`src/rtl/chacha_inv_perm.sv`:
```
// Iterative inverse ChaCha permutation: undoes ROUNDS rounds (no feed-forward),
// one inverse quarter-round per clock, diagonals before columns within each double-round.
module chacha_inv_perm #(
    parameter int unsigned ROUNDS = 20
) (
    input  logic         clk,
    input  logic         reset,
    input  logic         init,
    input  logic [511:0] state_in,
    output logic         ready,
    output logic [511:0] state_out,
    output logic         state_out_valid
);

    typedef enum logic [0:0] {StIdle, StBusy} state_e;

    localparam logic [3:0] DrLast = 4'(ROUNDS / 2 - 1);

    state_e       st_q;
    logic [511:0] work_q, work_d;
    logic [2:0]   qr_ctr_q;
    logic [3:0]   dr_ctr_q;
    logic         ready_q, valid_q;

    logic [31:0] cur [16];
    logic [31:0] nxt [16];
    logic [3:0]  ia, ib, ic, id;
    logic [31:0] a0, b0, c0, d0;
    logic [31:0] a1, b1, c1, d1;
    logic [31:0] a2, b2, c2, d2;

    function automatic logic [31:0] rotr(input logic [31:0] x, input int unsigned n);
        return (x >> n) | (x << (32 - n));
    endfunction

    always_comb begin
        unique case (qr_ctr_q)
            3'd0: {ia, ib, ic, id} = {4'd0, 4'd5, 4'd10, 4'd15};
            3'd1: {ia, ib, ic, id} = {4'd1, 4'd6, 4'd11, 4'd12};
            3'd2: {ia, ib, ic, id} = {4'd2, 4'd7, 4'd8,  4'd13};
            3'd3: {ia, ib, ic, id} = {4'd3, 4'd4, 4'd9,  4'd14};
            3'd4: {ia, ib, ic, id} = {4'd0, 4'd4, 4'd8,  4'd12};
            3'd5: {ia, ib, ic, id} = {4'd1, 4'd5, 4'd9,  4'd13};
            3'd6: {ia, ib, ic, id} = {4'd2, 4'd6, 4'd10, 4'd14};
            3'd7: {ia, ib, ic, id} = {4'd3, 4'd7, 4'd11, 4'd15};
        endcase
    end

    always_comb begin
        for (int i = 0; i < 16; i++) begin
            cur[i] = work_q[511 - 32 * i -: 32];
        end
        a0 = cur[ia];
        b0 = cur[ib];
        c0 = cur[ic];
        d0 = cur[id];
        // Forward quarter-round steps undone in reverse order.
        b1 = rotr(b0, 7) ^ c0;
        c1 = c0 - d0;
        d1 = rotr(d0, 8) ^ a0;
        a1 = a0 - b1;
        b2 = rotr(b1, 12) ^ c1;
        c2 = c1 - d1;
        d2 = rotr(d1, 16) ^ a1;
        a2 = a1 - b2;
        for (int i = 0; i < 16; i++) begin
            nxt[i] = cur[i];
        end
        nxt[ia] = a2;
        nxt[ib] = b2;
        nxt[ic] = c2;
        nxt[id] = d2;
        work_d = '0;
        for (int i = 0; i < 16; i++) begin
            work_d[511 - 32 * i -: 32] = nxt[i];
        end
    end

    always_ff @(posedge clk or posedge reset) begin
        if (reset) begin
            st_q     <= StIdle;
            work_q   <= '0;
            qr_ctr_q <= '0;
            dr_ctr_q <= '0;
            ready_q  <= 1'b1;
            valid_q  <= 1'b0;
        end else begin
            unique case (st_q)
                StIdle: begin
                    if (init) begin
                        work_q   <= state_in;
                        qr_ctr_q <= '0;
                        dr_ctr_q <= '0;
                        valid_q  <= 1'b0;
                        ready_q  <= 1'b0;
                        st_q     <= StBusy;
                    end
                end
                StBusy: begin
                    work_q   <= work_d;
                    qr_ctr_q <= qr_ctr_q + 3'd1;
                    if (qr_ctr_q == 3'd7) begin
                        if (dr_ctr_q == DrLast) begin
                            dr_ctr_q <= '0;
                            valid_q  <= 1'b1;
                            ready_q  <= 1'b1;
                            st_q     <= StIdle;
                        end else begin
                            dr_ctr_q <= dr_ctr_q + 4'd1;
                        end
                    end
                end
                default: st_q <= StIdle;
            endcase
        end
    end

    assign ready           = ready_q;
    assign state_out       = work_q;
    assign state_out_valid = valid_q;

endmodule

```
`config.mk`:
```
export PLATFORM = sky130hd
export DESIGN_NAME = chacha_inv_perm
export DESIGN_NICKNAME = d
export VERILOG_FILES = /design/src/rtl/chacha_inv_perm.sv
export SDC_FILE = /design/constraint.sdc
export NUM_CORES = 2
export LEC_CHECK = 0
export BUFFER_PORTS_ARGS = -buffer_cell sky130_fd_sc_hd__buf_2
export CAP_MARGIN = 20
export CORE_AREA = 2 2 402 404
export CTS_BUF_LIST = sky130_fd_sc_hd__clkbuf_8
export CTS_CLUSTER_DIAMETER = 30
export CTS_CLUSTER_SIZE = 16
export DETAILED_ROUTE_END_ITERATION = 16
export DIE_AREA = 0 0 404 406
export SLEW_MARGIN = 20
export SYNTH_ARGS = -nofsm -noshare
export SYNTH_HDL_FRONTEND = slang
export SYNTH_SLANG_ARGS = --single-unit
```
`constraint.sdc`:
```
create_clock -name clk -period 27.4 [get_ports clk]
set_clock_uncertainty 0.05 [all_clocks]
set_input_delay 4.11 -clock clk [delete_from_list [all_inputs] [get_ports clk]]
set_output_delay 4.11 -clock clk [all_outputs]
set_load 0.02 [all_outputs]
```
==> impl_metrics.json <==
{
  "status": "finished clean",
  "ys_types": 101,
  "grt_first_pass_wirelength_um": 304000,
  "fin_area_mm2": 0.0448,
  "cp_common_cell": "ha_1",
  "fillerInstances": 17200,
  "drive_gt1_frac": 0.325,
  "initial_utilization": 0.211,
  "synth_edf_count": 0,
  "timing.setup.tns_ns": 0,
  "required_ns": 28.08,
  "cts-root-buf": "clkbuf_8",
  "wl_per_cell_um": 32.9,
  "yosys_warnings": 0,
  "cts_buffers": 145,
  "synthArstFlopShare": 1.00,
  "num_vias": 37500,
  "period_share": 0.377,
  "ios": 1029,
  "fp-row-count": 147,
  "clk_latency_ns": 0.91,
  "antenna_found_initial": 51,
  "cp_slowest_cell": "dfrtp_4",
  "final_cell_mix": "buf_2 (1,028), nand2_1 (582), dfrtp_1 (518)",
  "hp-class": "flop to flop",
  "period_needed_ns": 10.33,
  "maxCapViolCount": 0,
  "cts_buffer_depth": 3,
  "dr.pass1.iters": 7,
  "max_stage_delay_ns": 0.96,
  "cp-end-kind": "flop",
  "fmax_ghz": 0.0968,
  "wl_um": 230000,
  "drtIter0Drc": 3883,
  "yosysSeqAreaShare": 0.388,
  "htreeDepth": 4,
  "cts_resized": 0,
  "syn_to_final_growth_pct": 33.2,
  "synth_cells": 3718,
  "rsz0062_at_grt": "no",
  "tritoncts": "built",
  "dp_hpwl_um": 186000,
  "via_per_inst": 5.36,
  "netlist_area_mm2": 0.0337,
  "cp-start-kind": "flop",
  "grt_max_degree": 164,
  "die_x_um": 404,
  "synth_flop_cell": "dfrtp_1",
  "cts_hold_buf": 0,
  "fp.dieH_um": 406,
  "grt_overflow": 0,
  "cp.arrival_ns": 11.01,
  "ant_nets": 0,
  "finalSetupViolCount": 0,
  "final_nets": 5357,
  "syn_nets": 4327,
  "drv_slew": 0,
  "path_clk_slew_ns": 0.06,
  "gp_congestion": 1.05,
  "final_common_cell": "buf_2",
  "path_class": "flop to flop",
  "placed_area_mm2": 0.0413,
  "grtUsageTotal": 0.270,
  "crit_path_max_fanout": 50,
  "cts_sinks": 522,
  "core-area_mm2": 0.160,
  "remaining_drc_errors": 0,
  "ys_seq_elements": 522,
  "slew_headroom": 0.183,
  "io_buffers": 1028,
  "postCtsSetupBuffers": 0,
  "grt_pass1_vias": 35700,
  "worst_pin_slew_ns": 1.22,
  "die_area_mm2": 0.164,
  "hold_viol_final": 0,
  "postSynthAreaPerCell_um2": 9.06
}
[logic make-up (layout without fill, tap and decap cells)]
| group | after synthesis | in the layout | synth area share |
|---|---|---|---|
| adder cells (fa/ha/maj) | 113 | 113 | 0.0414 |
| other | 0 | 32 | 0 |
| buffers and inverters | 338 | 1489 | 0.0411 |
| flip-flops | 522 | 522 | 0.388 |
| AO/OA/AOI/OAI | 1178 | 1178 | 0.224 |
| XOR/XNOR | 276 | 276 | 0.0791 |
| AND/OR/NAND/NOR | 1139 | 1139 | 0.142 |
| multiplexers | 152 | 152 | 0.0845 |
[layout make-up]
| class | instances | area (um^2) | share of cell area |
|---|---|---|---|
| Timing Repair Buffer | 1112 | 5830 | 0.130 |
| Clock inverter | 102 | 1150 | 0.0257 |
| Multi-Input combinational cell | 2858 | 19400 | 0.432 |
| Clock buffer | 166 | 2280 | 0.0510 |
| Inverter | 109 | 417 | 0.00929 |
| Sequential cell | 522 | 13100 | 0.292 |
| Antenna cell | 32 | 80.1 | 0.00179 |
| Tap cell | 2086 | 2610 | 0.0582 |
[through the flow]
stage | utilization | std cells | worst slack (ns) | hold slack, ns
after CTS | 0.280 | 6953 | 17.23 | 0.438
final | 0.281 | 6987 | 17.07 | 0.434
after detailed placement | 0.259 | 6685 | 17.29 | 0.427
after global placement | 0.258 | 6685 | 17.50 | 0.419
after global routing | 0.281 | 6970 | 16.54 | 0.454
after floorplan | - | 3718 | 8.66 | 0.395
[final timing paths]
check | from | to | slack, ns | depth (start not counted)
worst min register to register | dr_ctr_q[3] | dr_ctr_q[3] | 0.43 | 1
max in group asynchronous | reset | state_out[344] | 20.98 | 5
worst max register to register | qr_ctr_q[0] | state_out[412] | 17.07 | 31
worst min-delay path | dr_ctr_q[3] | dr_ctr_q[3] | 0.43 | 1
worst max-delay path | qr_ctr_q[0] | state_out[412] | 17.07 | 31
min in group asynchronous | reset | state_out[32] | 3.27 | 2
[flip-flops by register name, indices dropped and copies added, names as in the netlist]
register and cells:
state_out 512, dr_ctr_q 4, state_out_valid 1, ready 1, qr_ctr_q 3, st_q 1
[cells in the mapped netlist, drive strengths merged, types with 7 or more instances]
master,n,share of area
nand2,584,0.065
dfrtp,521,0.39
nor2,350,0.039
a21oi,321,0.048
o22ai,201,0.037
xnor2,198,0.056
clkbuf,193,0.022
a31oi,180,0.034
o21ai,169,0.026
inv,109,0.012
mux4,104,0.070
ha,91,0.034
xor2,75,0.022
a22oi,65,0.014
and3,46,0.0085
mux2i,41,0.012
buf,36,0.0074
nand2b,31,0.0058
a21o,28,0.0062
nand3,28,0.0042
nor2b,26,0.0048
a21boi,23,0.0052
a211oi,21,0.0047
maj3,19,0.0058
nor3,19,0.0030
o21a,17,0.0038
a22o,16,0.0042
and2,15,0.0028
o2111ai,15,0.0041
o21bai,15,0.0033
a221o,14,0.0042
o31ai,12,0.0038
o221a,11,0.0037
or2,11,0.0020
o211ai,10,0.0022
a221oi,7,0.0029
mux2,7,0.0023
[critical path: cells and delay by family (launching register included)]
family / cells / cell delay, ns
adder cells (fa/ha/maj): 7 / 2.67
AND/OR/NAND/NOR: 3 / 1.08
multiplexers: 1 / 0.41
XOR/XNOR: 3 / 1.64
AO/OA/AOI/OAI: 15 / 2.81
buffers and inverters: 2 / 0.44
flip-flops: 1 / 0.96
[metal layers]
layer  GRT usage  part of all wire  up-vias
met3      0.0712             0.081      591
met2       0.433              0.46     2426
met1       0.321              0.39    18800
li1            -                 -    15700
met5           0           0.00060        -
met4       0.168             0.070       24
Power is left out: the tool's default activity adds up to more than one toggle a clock period on the data nets, which glitch-free logic cannot reach.
